<file path="config.mk">
export PLATFORM = sky130hd
export DESIGN_NAME = shift_ext_unit
export DESIGN_NICKNAME = d
export VERILOG_FILES = /design/src/rtl/shift_ext_unit.sv
export SDC_FILE = /design/constraint.sdc
export NUM_CORES = 1
export LEC_CHECK = 0
export BUFFER_PORTS_ARGS = -buffer_cell sky130_fd_sc_hd__buf_2
export CAP_MARGIN = 10
export CELL_PAD_IN_SITES_DETAIL_PLACEMENT = 2
export CELL_PAD_IN_SITES_GLOBAL_PLACEMENT = 2
export CORE_AREA = 2 2 202 105
export DETAILED_ROUTE_END_ITERATION = 10
export DIE_AREA = 0 0 204 107
export PLACE_DENSITY_LB_ADDON = 0.1
export SETUP_SLACK_MARGIN = 0.1
export SLEW_MARGIN = 20
export SYNTH_ARGS = -nofsm -noshare
export SYNTH_HDL_FRONTEND = slang
export SYNTH_SLANG_ARGS = --single-unit
</file>
<file path="constraint.sdc">
create_clock -name clk -period 9 [get_ports clk]
set_input_delay 1.8 -clock clk [delete_from_list [all_inputs] [get_ports clk]]
set_output_delay 1.8 -clock clk [all_outputs]
set_load 0.05 [all_outputs]
</file>
<file path="src/rtl/shift_ext_unit.sv">
// ============================================================================
// Module   : shift_ext_unit
// Purpose  : One-cycle immediate extension plus iterative shift (STEP bits/cycle)
//            with start/busy/done handshake. Define SHIFT_EXT_ROR_EN to enable
//            op 111 as rotate-right; otherwise op 111 returns 0 in one cycle.
// Revision : 1.0
// ============================================================================
`default_nettype none

module shift_ext_unit #(
  parameter int WIDTH = 32,
  parameter int IMM_W = 16,
  parameter int STEP  = 1,
  parameter int SH_W  = $clog2(WIDTH)
) (
  input  logic             clk,
  input  logic             reset,
  input  logic             start,
  input  logic [2:0]       op,
  input  logic [IMM_W-1:0] imm,
  input  logic [WIDTH-1:0] src,
  input  logic [SH_W-1:0]  shamt,
  output logic             busy,
  output logic             done,
  output logic [WIDTH-1:0] result
);

  typedef enum logic [0:0] {
    IDLE  = 1'b0,
    SHIFT = 1'b1
  } state_t;

  localparam logic [1:0] KIND_SLL = 2'b00;
  localparam logic [1:0] KIND_SRL = 2'b01;
  localparam logic [1:0] KIND_SRA = 2'b10;

  localparam logic [SH_W:0] STEP_V = (SH_W+1)'(STEP);

  state_t           state, state_next;
  logic [WIDTH-1:0] work, work_next;
  logic [SH_W-1:0]  remaining, remaining_next;
  logic [1:0]       kind, kind_next;
  logic             sign_fill, sign_fill_next;
  logic [WIDTH-1:0] result_next;
  logic             done_next, busy_next;

  logic [SH_W-1:0]  step_amt;
  logic [WIDTH-1:0] fill_mask;
  logic [WIDTH-1:0] shifted;
  logic [WIDTH-1:0] sext_val;
  logic [WIDTH-1:0] ext_val;

  // Final step may be shorter than STEP when shamt is not a multiple of it.
  always_comb begin
    step_amt = ({1'b0, remaining} >= STEP_V) ? STEP_V[SH_W-1:0] : remaining;
  end

`ifdef SHIFT_EXT_ROR_EN
  localparam logic [SH_W:0] WIDTH_V = (SH_W+1)'(WIDTH);
  logic [SH_W:0] rot_amt;
  always_comb begin
    rot_amt = WIDTH_V - {1'b0, step_amt};
  end
`endif

  always_comb begin
    fill_mask = ~({WIDTH{1'b1}} >> step_amt);
    case (kind)
      KIND_SLL: shifted = work << step_amt;
      KIND_SRL: shifted = work >> step_amt;
      KIND_SRA: shifted = (work >> step_amt) | (sign_fill ? fill_mask : '0);
`ifdef SHIFT_EXT_ROR_EN
      default:  shifted = (work >> step_amt) | (work << rot_amt);
`else
      default:  shifted = '0;
`endif
    endcase
  end

  always_comb begin
    sext_val = {{(WIDTH-IMM_W){imm[IMM_W-1]}}, imm};
    case (op[1:0])
      2'b00:   ext_val = {{(WIDTH-IMM_W){1'b0}}, imm};
      2'b01:   ext_val = sext_val;
      2'b10:   ext_val = sext_val << 2;
      default: ext_val = {imm, {(WIDTH-IMM_W){1'b0}}};
    endcase
  end

  always_comb begin
    state_next     = state;
    work_next      = work;
    remaining_next = remaining;
    kind_next      = kind;
    sign_fill_next = sign_fill;
    result_next    = result;
    done_next      = 1'b0;
    busy_next      = busy;

    case (state)
      IDLE: begin
        if (start) begin
          if (!op[2]) begin
            result_next = ext_val;
            done_next   = 1'b1;
`ifndef SHIFT_EXT_ROR_EN
          end else if (op == 3'b111) begin
            result_next = '0;
            done_next   = 1'b1;
`endif
          end else if (shamt == '0) begin
            result_next = src;
            done_next   = 1'b1;
          end else begin
            work_next      = src;
            remaining_next = shamt;
            kind_next      = op[1:0];
            sign_fill_next = src[WIDTH-1];
            busy_next      = 1'b1;
            state_next     = SHIFT;
          end
        end
      end
      default: begin
        work_next      = shifted;
        remaining_next = remaining - step_amt;
        if (remaining_next == '0) begin
          result_next = shifted;
          done_next   = 1'b1;
          busy_next   = 1'b0;
          state_next  = IDLE;
        end
      end
    endcase
  end

  always_ff @(posedge clk) begin
    if (reset) begin
      state     <= IDLE;
      work      <= '0;
      remaining <= '0;
      kind      <= '0;
      sign_fill <= 1'b0;
      result    <= '0;
      done      <= 1'b0;
      busy      <= 1'b0;
    end else begin
      state     <= state_next;
      work      <= work_next;
      remaining <= remaining_next;
      kind      <= kind_next;
      sign_fill <= sign_fill_next;
      result    <= result_next;
      done      <= done_next;
      busy      <= busy_next;
    end
  end

endmodule

`default_nettype wire

</file>
# After elaboration in Yosys (flattened, before gate mapping)
# Cells that the tools add are included.
# totals
reg_bits	75
latch_bits	0
ramBits	0
romBits	0
in_bits	59
out_inout_bits	34
wordCells	75
mem_count	0
# op_classes
add_sub_neg	1
n_mul	0
n_div	0
magnitude_cmp	1
n_eq_ne	9
shifts	3
n_mux	38
bitwise_logic	5
reduce_logical	10
# ops
cell	count
2-to-1 mux 32 bit	12
case mux 32 bit (3 select lines)	2
inverter 32 bit	1
bitwise OR 32 bit	1
left shift 32 x 5 -> 32 bit	1
right shift 32 x 5 -> 32 bit	1
right shift 32 x 5 -> 32 bit (first input constant)	1
2-to-1 mux 5 bit	6
2-to-1 mux 1 bit	18
zero test 5 bit	2
AND reduction 5 bit	2
>= comparator 5 x 1 -> 1 bit (second input constant)	1
subtractor 5 bit	1
equality test 2 x 1 -> 1 bit (second input constant)	2
equality test 2 bit (second input constant)	2
zero test 2 bit	2
inequality test 2 bit (second input constant)	2
inequality test 4 x 1 -> 1 bit (second input constant)	1
AND reduction 4 bit	1
nonzero test 2 bit	2
equality test 3 bit (second input constant)	1
inverter 1 bit	3
AND reduction 3 bit	1
inequality test 2 x 1 -> 1 bit (second input constant)	1

# Depth between registers and ports, before layout
# Gate-level depths: netlist of run 1.
# logic_depth
word_depth	9
ltp_mapped	15
ltp_nobuf	8

# Least setup slack after synthesis of run 1
# OpenSTA, ideal clock, no wires.
# synth_path
kind	in2reg
startpoint	input port shamt[3]
endpoint	register result[21]
setup_time_ps	142
arrival_time_ps	3348
required_time_ps	8858
slack_ps	5510
path_stages	6
n_path_buf	1
cell_sequence	or3_1 -> o31ai_1 -> a31oi_1 -> a41oi_1 -> clkbuf_1 -> a311oi_1
# synth_between
elab_chain_cells	3
# synth_lines
item	line_no	source
start, declared	22	input logic [SH_W-1:0] shamt,
zero test 5 bit	111	end else if (shamt == '0) begin
inequality test 4 x 1 -> 1 bit (no source line)	-	
AND reduction 3 bit (no source line)	-	
end signal, assigned	153	result <= result_next;
end, declared	25	output logic [WIDTH-1:0] result
# No other way between the ends.
# A chain may end at the register's enable or synchronous reset.

# Final worst setup path of run 1
# layout_path
startpoint	input port op[2]
endpoint	register result[27]
# layout_between
elab_chain_cells	5
elab_cells_between_ends	7
classes_between	eq/ne: 2; mux: 4; reduce/logical: 1
# layout_lines
item	line_no	source
start, declared	19	input logic [2:0] op,
equality test 3 bit	107	end else if (op == 3'b111) begin
2-to-1 mux 32 bit	107	
2-to-1 mux 32 bit	103	if (!op[2]) begin
2-to-1 mux 32 bit	102	if (start) begin
2-to-1 mux 32 bit	100	case (state)
# Several ways; a longest one is shown, not always the timed one. The select of a mux whose other input is x is not followed.

==> flow_summary.ini, run 1 <==
[setup_path]
cp_data_arrival_time_ns = 4.57
worst-r2r-cell-count = 9
crit_type = input pin to flop
worst-path-max-fanout = 38
worst_setup_path_start_kind = input pin
worstSetupEndpointType = flop
worstPathRequired_ns = 9.24
timing.rr.start = remaining[1]
timing.critical_path.slowest_cell_delay_ns = 0.72
timing.reg2reg.setup_slack_ns = 5.02
reg2reg_to = result[27]
worst_path_bufs_invs = 1
dominant_delay_contributor_by_cell_family_on_the_critical_path = compound AO/OA/AOI/OAI gates
crit_path_cell_trace = buf_2, a21boi_0, o31ai_1, a31oi_1, a41oi_2, a311oi_1
cp_slowest_cell = a31oi_1

[pwr]
cell_internal_pwr_mw = 0.753
pwr-share-clk_pct = 36.1
total_leakage_power_nw = 2.23
netSwitchingFraction_pct = 38.6
netSwitchingPower_mw = 0.472
power.ir.vdd_worst_mv = 0.0803
p_per_area_nw_per_um2 = 209
seq_power_share_pct = 32.5
combinationalPowerShare_pct = 31.4

[clock_network]
tritoncts = yes
cts.htree.levels = 3
cts-resized-gates = 0
path_clk_slew_ns = 0.06
worstSkewPairLatency_ns = 0.36
post_cts_hold_buffer_count = 0
tritoncts_num_sinks = 75
cts.root.buffer_cell = clkbuf_16
cts.path.max_buffers = 2
cts_setup_buffers = 0
cts_made_buffers = 9

[yosys]
synth_area_leaders = dfxtp_1 (30%), a211oi_1 (7.0%), nor2_1 (6.9%)
synth.top_cells.by_count = nor2_1 (91), dfxtp_1 (75), o21ai_0 (62)
postSynthRegisterBits = 75
synth-edff-count = 0
yosys.cell_count.top_type = nor2_1
synth_area_per_cell_um2 = 7.37
mappedNetlistNets = 730
ys.flop_type = dfxtp_1
synth-seq-area-share_pct = 30.4
synth_area_um2 = 4940
synthCells = 670
synth-async-reset-ratio_pct = 0
synth_largest_type_area_fraction_pct = 30.4
yosys_warnings = 0
synth.largest_area_cell = dfxtp_1
synth.distinct_cells = 55

[min_path]
hold-path-cell-count = 2
hold-path-endpoint = sign_fill
tightest_hold_check_type = flop to flop
source_of_the_worst_hold_timing_path = sign_fill

[global_route]
grt_ovf = 0
grt.total_usage_pct = 23.1
grt_start_max_net_pins = 76
grt_first_pass_wirelength_um = 37700
via_count_of_the_first_global_routing_pass = 5802
initial_antenna_violation_count = 0

[placed_design]
hpwlAfterDp_um = 17600
io_buffers = 92
gpl.final_weighted_congestion = 0.791
place.detailed.instances = 976

[sta]
maxClockFrequency_ghz = 0.231
timing.final.hold_violations = 0
final_max_slew_viol_count = 0
worstMarginPinSlew_ns = 1.11
final_min_period_over_clock_period_pct = 48.1
clock-skew-final_ns = 0.0126
max_slew_margin_pct = 25.9
min_period_ns = 4.33
tns_ns = 0
report.final.setup_viol = 0
rsz0062_at_grt = false

[floorplan]
core-area_um2 = 20100
fp.dieW_um = 204
die_area_um2 = 21800
ios = 93
initial_core_utilization_pct = 24.6
vertical_extent_of_the_die_um = 107
row_count = 37

[detailed_routing]
route.detailed.vias_per_inst = 5.68
postRouteAntennaNets = 0
firstDrtPassIters = 5
drt_wl_total_um = 24600
initialDrtViolationCount = 419
route.detailed.drc = 0
overall_via_count_from_detail_route = 5633
detail_route.wl_per_cell_um = 24.8

[final_layout]
nets = 774
num_antenna_cells = 0
finish.cell_count_without_fillers = 992
area_growth_syn_to_layout_pct = 18.9
drive_gt1_share_pct = 19.6

[flow_run]
cap_viol_max_count = 0

[run_status]
status = complete, no violations
## registers in the layout, summed over array words and instances (netlist names)
signal     cells
done           1
kind           2
work          32
result        32
busy           1
sign_fill      1
remaining      5
state          1
## power by group through the flow
| stage | clock network (mW) | registers, mW | logic [mW] |
|---|---|---|---|
| global route | 0.464 | 0.404 | 0.415 |
| detailed placement | 0 | 0.405 | 0.383 |
| floorplan | 0 | 0.459 | 0.208 |
| CTS | 0.450 | 0.398 | 0.385 |
| finish | 0.442 | 0.399 | 0.384 |
| global placement | 0 | 0.403 | 0.374 |
## worst reg2reg max path: stages, from the launching register on
cell      delay, ns
dfxtp_1        0.41
or4_4          0.69
or2_1          0.26
buf_4          0.27
nand2b_1       0.18
ha_1           0.23
and3_1         0.33
a31oi_1        0.24
a41oi_2        0.95
a311oi_1       0.24
## placed cells by master, fill, tap and decap left out, drive strengths merged, types with 2 or more instances in the layout
cell type  synthesis  routed
o211a              2       2
o21ai             62      62
mux2i             14      14
o2111ai            9       9
bufinv             0       3
nor2b             13      13
clkinv             1       3
clkbuf            53      11
a21oi             37      37
a22oi              2       2
nor2              92      92
a311oi            20      20
inv               19      19
o22a               2       2
nand3              4       4
nand3b             4       4
buf               20     106
or3                3       3
a41o               9       9
a31oi             19      19
a221oi             6       6
a211oi            46      46
nor3              30      30
a211o              7       7
nor4              13      13
nand2b             3       3
o211ai            10      10
a31o               3       3
a21boi             2       2
nand4              2       2
a32oi              2       2
mux2               2       2
dfxtp             75      75
o22ai              9       9
nand2             54      54
o2111a             8       8
## how the worst max path moves through the flow
stage	cells past startpoint	endpoint	start
floorplan	6	result[21]	shamt[3]
global placement	6	result[30]	op[2]
detailed placement	6	result[27]	op[2]
CTS	6	result[27]	op[2]
global route	6	result[27]	op[2]
finish	6	result[27]	op[2]
## cell type report
cell class	instances	area (µm²)
Timing Repair Buffer	106	566
Tap cell	273	342
Clock buffer	11	243
Clock inverter	5	100
Sequential cell	75	1500
Multi-Input combinational cell	502	3040
Inverter	20	75.1
Fill cell	2373	14200
## logic make-up (layout without fill, tap and decap cells)
logic type	after synthesis	count (layout)	share of synthesized area [%]
AOI/OAI and AO/OA	260	260	36.4
xor gates and xnor gates	1	1	0.177
adders and majority gates	1	1	0.253
buffers and inverters	93	142	8.16
DFF	75	75	30.4
muxes	16	16	3.29
and+or+nand+nor	224	224	21.3
## metrics by stage
stage | cell area (µm²) | util (%) | power [mW] | hold slack, ns | worst slack, ns
2_1_floorplan | 4940 | - | 0.667 | 0.454 | 5.51
3_3_place_gp | 5530 | 27.5 | 0.777 | 0.479 | 4.53
3_5_place_dp | 5530 | 27.5 | 0.789 | 0.479 | 4.44
4_1_cts | 5870 | 29.2 | 1.23 | 0.490 | 4.79
5_1_grt | 5870 | 29.2 | 1.28 | 0.507 | 4.55
6_report | 5870 | 29.2 | 1.22 | 0.494 | 4.67
## per-layer routing
| layer | part of all wire [%] | GRT usage [%] | vias up |
|---|---|---|---|
| li1 | - | - | 2602 |
| met4 | 0.99 | 4.81 | 0 |
| met1 | 55 | 36.3 | 2891 |
| met2 | 40 | 32.4 | 119 |
| met5 | 0 | 0 | - |
| met3 | 4.5 | 3.43 | 21 |
Power figures use the tool's default switching activity.
==> run 2, diff against run 1 <==
--- a/config.mk
+++ b/config.mk
@@ -5,13 +5,14 @@
 export SDC_FILE = /design/constraint.sdc
 export NUM_CORES = 1
 export LEC_CHECK = 0
+export ABC_AREA = 1
 export BUFFER_PORTS_ARGS = -buffer_cell sky130_fd_sc_hd__buf_2
 export CAP_MARGIN = 10
 export CELL_PAD_IN_SITES_DETAIL_PLACEMENT = 2
 export CELL_PAD_IN_SITES_GLOBAL_PLACEMENT = 2
-export CORE_AREA = 2 2 202 105
+export CORE_AREA = 2 2 208 108
 export DETAILED_ROUTE_END_ITERATION = 10
-export DIE_AREA = 0 0 204 107
+export DIE_AREA = 0 0 210 110
 export PLACE_DENSITY_LB_ADDON = 0.1
 export SETUP_SLACK_MARGIN = 0.1
 export SLEW_MARGIN = 20
==> constraint.sdc (replaced) <==
create_clock -name clk -period 4.37 [get_ports clk]
set_input_delay 0.874 -clock clk [delete_from_list [all_inputs] [get_ports clk]]
set_output_delay 0.874 -clock clk [all_outputs]
set_load 0.05 [all_outputs]
==> run 2 against run 1 <==
Net effect:
- clock skew decreased by 0.0062 ns
- via count increased by 7.9%
- sequential cell count unchanged
- sequential power increased by 100%
- global-route usage increased by 0.93 points
- first-iteration DRC count decreased by 9.1%
- worst hold slack got worse by 0.042 ns
- non-clock buffer count decreased by 3
- utilization decreased by 0.25 points
- power increased by 120%
- final area increased by 4.9%
- register-to-register slack got worse by 3.2 ns
- critical path type unchanged
==> flow_summary.ini, run 2 <==
[yosys]
synth_area_um2 = 5240
postSynthRegisterBits = 75
synth_largest_type_area_fraction_pct = 28.7
ys.flop_type = dfxtp_1
yosys.cell_count.top_type = nand2_1
synth-edff-count = 0
synth.largest_area_cell = dfxtp_1
synthCells = 912
synth-seq-area-share_pct = 28.7
mappedNetlistNets = 972
yosys_warnings = 0
synth.distinct_cells = 32
synth_area_per_cell_um2 = 5.74
synth-async-reset-ratio_pct = 0
synth_area_leaders = dfxtp_1 (29%), nand2_1 (25%), nand3_1 (6.9%)
synth.top_cells.by_count = nand2_1 (352), inv_1 (94), dfxtp_1 (75)

[global_route]
grt_start_max_net_pins = 44
grt_first_pass_wirelength_um = 40300
grt.total_usage_pct = 24.0
initial_antenna_violation_count = 0
grt_ovf = 0
via_count_of_the_first_global_routing_pass = 6272

[setup_path]
cp_slowest_cell = nor2_8
worstSetupEndpointType = flop
crit_type = input pin to flop
reg2reg_to = work[4]
crit_path_cell_trace = buf_2, nand2_2, nand2_4, inv_2, nand2_8, nand2_4, inv_2, nor2_8, nor2_1, nor2_1
timing.critical_path.slowest_cell_delay_ns = 0.53
worst-path-stages = 10
cp_data_arrival_time_ns = 3.19
crit_end = result[12]
worstPathRequired_ns = 4.66
timing.reg2reg.setup_slack_ns = 1.79
timing.rr.start = kind[0]
dominant_delay_contributor_by_cell_family_on_the_critical_path = simple AND/OR/NAND/NOR gates
worst_setup_path_start_kind = input pin
worst_path_bufs_invs = 3
worst-r2r-cell-count = 8
worst-path-max-fanout = 33
critPathLaunch = op[1]

[placed_design]
hpwlAfterDp_um = 20500
post_dp_cell_area_um2 = 5880
gpl.final_weighted_congestion = 0.879
place.detailed.instances = 1242
io_buffers = 92

[clock_network]
cts_made_buffers = 9
tritoncts_num_sinks = 75
cts-resized-gates = 0
tritoncts = yes
cts.htree.levels = 3
worstSkewPairLatency_ns = 0.36
cts.root.buffer_cell = clkbuf_16
path_clk_slew_ns = 0.06
cts.path.max_buffers = 2
post_cts_hold_buffer_count = 0
cts_setup_buffers = 0

[detailed_routing]
route.detailed.vias_per_inst = 4.83
initialDrtViolationCount = 381
firstDrtPassIters = 5
route.detailed.drc = 0
drt_wl_total_um = 26400
postRouteAntennaNets = 0
overall_via_count_from_detail_route = 6077
detail_route.wl_per_cell_um = 21.0

[sta]
max_slew_margin_pct = 34.6
final_min_period_over_clock_period_pct = 66.2
final_max_slew_viol_count = 0
worstMarginPinSlew_ns = 0.980
report.final.setup_viol = 0
timing.final.hold_violations = 0
tns_ns = 0
rsz0062_at_grt = false
maxClockFrequency_ghz = 0.345
min_period_ns = 2.89
clock-skew-final_ns = 0.00638

[floorplan]
initial_core_utilization_pct = 24.6
ios = 93
fp.dieW_um = 210
core-area_um2 = 21300
vertical_extent_of_the_die_um = 110
row_count = 38
die_area_um2 = 23100

[final_layout]
reg_top3 = result x32, work x32, remaining x5
area_growth_syn_to_layout_pct = 17.6
ff_latch_area_um2 = 1500
drive_gt1_share_pct = 18.0
multi_input_comb_area_um2 = 3110
layout.cell_area.non_filler_um2 = 6160
finish.cell_count_without_fillers = 1258
postLayoutCoreUtil_pct = 29.0
fillCellCount = 2699
final_cell_mix = nand2_1 (352), inv_1 (94), buf_2 (92)
num_antenna_cells = 0
nets = 1033
layout.cells.most_common = nand2_1

[pwr]
power.ir.vdd_worst_mv = 0.163
total_power_mw = 2.65
p_per_area_nw_per_um2 = 430
total_leakage_power_nw = 3.12

[min_path]
tightest_hold_check_type = flop to flop

[flow_run]
cap_viol_max_count = 0

[run_status]
status = complete, no violations
run 2: cell type report:
| class | instances | share of cell area (%) |
|---|---|---|
| multi-input cells | 685 | 50.5 |
| flip-flops and latches | 75 | 24.4 |
| repair buffers | 103 | 8.82 |
| inverters | 99 | 6.04 |
| well taps | 280 | 5.69 |
| clock buffers | 12 | 4.17 |
| clock inverters | 4 | 0.386 |
run 2: logic make-up (layout without fill, tap and decap cells):
| family | after synthesis | in the layout | synth area share (%) |
|---|---|---|---|
| flops | 75 | 75 | 28.7 |
| simple gates | 548 | 548 | 45.0 |
| buf+inv | 152 | 218 | 12.5 |
| compound gates | 135 | 135 | 13.5 |
| xor+xnor | 1 | 1 | 0.167 |
| fa+ha+maj | 1 | 1 | 0.239 |
run 2: per-stage QoR:
step                      hold slack (ns)  setup slack (ns)
after global routing                0.479              1.17
after detailed placement            0.437              1.10
final                               0.451              1.48
after floorplan                     0.439              2.37
after global placement              0.436              1.20
after CTS                           0.447              1.46
run 2: how the worst min path moves through the flow:
stage / start / to / slack (ns) / cells past startpoint
after floorplan: sign_fill / sign_fill / 0.44 / 2
after global placement: busy / busy / 0.44 / 2
after detailed placement: busy / busy / 0.44 / 2
after CTS: busy / busy / 0.45 / 2
after global routing: busy / busy / 0.48 / 2
final: busy / busy / 0.45 / 2
run 2: worst register-to-register path, cell delays in order, from the launching register on:
cell	delay, ns
dfxtp_1	0.58
inv_1	0.14
o21ai_1	0.75
buf_4	0.39
a21oi_1	0.08
nand2_1	0.20
nand2_1	0.14
nor2_1	0.11
nor2_1	0.04
run 2: layer usage:
| layer | global-route usage, % | vias up | routed length [µm] | part of all wire [%] |
|---|---|---|---|---|
| met2 | 33.9 | 126 | 10300 | 39 |
| met4 | 3.65 | 0 | 163 | 0.62 |
| met5 | 0 | - | 0 | 0 |
| met3 | 4.70 | 12 | 1460 | 5.5 |
| met1 | 37.5 | 2985 | 14500 | 55 |
| li1 | - | 2954 | - | - |
run 2: report_power, final:
group / internal [mW] / switching [mW]
combinational: 0.286 / 0.805
sequential: 0.762 / 0.0475
clock: 0.416 / 0.333
==> run 3, diff against run 2 <==
==> constraint.sdc (replaced) <==
create_clock -name clk -period 2.45 [get_ports clk]
set_input_delay 0.49 -clock clk [delete_from_list [all_inputs] [get_ports clk]]
set_output_delay 0.49 -clock clk [all_outputs]
set_load 0.05 [all_outputs]
==> run 3 against run 2 <==
Net effect:
- critical path type is now flop to flop
- largest cell class unchanged
- critical path depth increased by 3
- count of clock-buffer cells in the layout decreased by 1
- setup slack got worse by 1.2 ns
- critical endpoint is now result[17]
- clock power increased by 110%
- highest routed layer unchanged
==> flow_summary.ini, run 3 (synthesis gave the netlist of run 2 again) <==
[run_status]
status = complete, no violations

[detailed_routing]
route.detailed.drc = 0
postRouteAntennaNets = 0
detail_route.wl_per_cell_um = 21.1
overall_via_count_from_detail_route = 6200
route.detailed.vias_per_inst = 4.83
firstDrtPassIters = 4
initialDrtViolationCount = 342
drt_wl_total_um = 27000

[floorplan]
vertical_extent_of_the_die_um = 110
core-area_um2 = 21300
fp.dieW_um = 210
ios = 93
initial_core_utilization_pct = 24.6
row_count = 38
die_area_um2 = 23100

[setup_path]
crit_type = flop to flop
worstPathRequired_ns = 2.68
worstSetupEndpointType = flop
crit_path_cell_trace = nor2_2, nand3_2, nand2_1, ha_1, inv_1, nand4_1, nand2_1, inv_1, nand2_1, buf_12, nand3_1, nand2_1, nor2_1
worst-path-max-fanout = 33
dominant_delay_contributor_by_cell_family_on_the_critical_path = simple AND/OR/NAND/NOR gates
worst_setup_path_start_kind = flop
worst_path_most_repeated_cell = nand2_1
cp_data_arrival_time_ns = 2.45
cp_slowest_cell = dfxtp_1
timing.critical_path.slowest_cell_delay_ns = 0.47
worst_path_bufs_invs = 3

[final_layout]
finish.cell_count_without_fillers = 1284
fillCellCount = 2677
reg_top3 = result x32, work x32, remaining x5
drive_gt1_share_pct = 20.2
ff_latch_area_um2 = 1500
area_growth_syn_to_layout_pct = 23.3
postLayoutCoreUtil_pct = 30.4
nets = 1057
layout.cells.most_common = nand2_1
final_cell_mix = nand2_1 (352), inv_1 (94), buf_2 (92)
multi_input_comb_area_um2 = 3110

[global_route]
grt_first_pass_wirelength_um = 40200
grt_start_max_net_pins = 53
grt_ovf = 0
initial_antenna_violation_count = 1
grt.total_usage_pct = 23.9
via_count_of_the_first_global_routing_pass = 6335

[sta]
report.final.setup_viol = 0
final_min_period_over_clock_period_pct = 90.3
rsz0062_at_grt = false
worstMarginPinSlew_ns = 0.589
final_max_slew_viol_count = 0
clock-skew-final_ns = 0.0132
maxClockFrequency_ghz = 0.452
max_slew_margin_pct = 60.6
tns_ns = 0
min_period_ns = 2.21
timing.final.hold_violations = 0

[clock_network]
path_clk_slew_ns = 0.07
cts_made_buffers = 9
tritoncts = yes
worstSkewPairLatency_ns = 0.35
tritoncts_num_sinks = 75
cts.path.max_buffers = 2
cts.root.buffer_cell = clkbuf_16
post_cts_hold_buffer_count = 0
cts.htree.levels = 3

[placed_design]
io_buffers = 92
gpl.final_weighted_congestion = 0.816
place.detailed.instances = 1256
hpwlAfterDp_um = 20300

[pwr]
p_per_area_nw_per_um2 = 784
total_leakage_power_nw = 3.27
power.ir.vdd_worst_mv = 0.292

[flow_run]
cap_viol_max_count = 0

[min_path]
tightest_hold_check_type = flop to flop
## run 3: cell count changes in the layout (fill, tap and decap cells not counted), sizes merged
cell,change
diode,+2
clkbuf,-1
clkinv,-3
nor2,+1
clkinvlp,+2
buf,+23
bufinv,+2
## run 3: per-stage QoR
stage	worst slack [ns]	area (µm²)	total power [mW]	hold slack [ns]
floorplan	0.450	5240	2.80	0.439
global placement	0.247	6020	3.44	0.435
detailed placement	0.198	6020	3.47	0.449
global route	0.0784	6450	5.38	0.466
finish	0.237	6460	5.06	0.452
CTS	0.188	6350	5.05	0.454
## run 3: final cells by class
class,instances,share of cell area [%]
flip-flops and latches,75,23.3
well taps,280,5.43
repair buffers,126,12.1
clock inverters,5,1.30
clock buffers,11,3.91
diodes,2,0.0775
inverters,99,5.76
multi-input cells,686,48.2
## run 3: worst reg2reg max path, cell delays in order (launching register included)
cell and delay [ns]:
dfxtp_1 0.47, nor2_2 0.08, nand3_2 0.08, nand2_1 0.13, ha_1 0.29, inv_1 0.11
nand4_1 0.12, nand2_1 0.19, inv_1 0.06, nand2_1 0.11, buf_12 0.21, nand3_1 0.11
nand2_1 0.08, nor2_1 0.07
## run 3: routing by layer
metal  GRT usage (%)  wire (µm)  share of wire [%]
met4            2.23        131               0.48
met2            34.1      10500                 39
met1            38.1      15500                 57
met3            3.37        943                3.5
met5               0          0                  0
## run 3: repair_timing
item / CTS / global route
setup buffers: 0 / 9
gates resized for setup: 0 / 2
setup endpoints to repair: 0 / 29
## run 3: power breakdown
group	switching (mW)	internal [mW]	leakage, nW
clock	0.609	0.954	0.158
combinational	1.46	0.591	2.49
sequential	0.0866	1.36	0.617
## run 3: path summary, 6_finish.rpt
kind | start | to | slack, ns | cells after the start
max | remaining[4] | result[17] | 0.24 | 13
min | busy | busy | 0.45 | 2
max reg2reg | remaining[4] | result[17] | 0.24 | 13
min reg2reg | busy | busy | 0.45 | 2
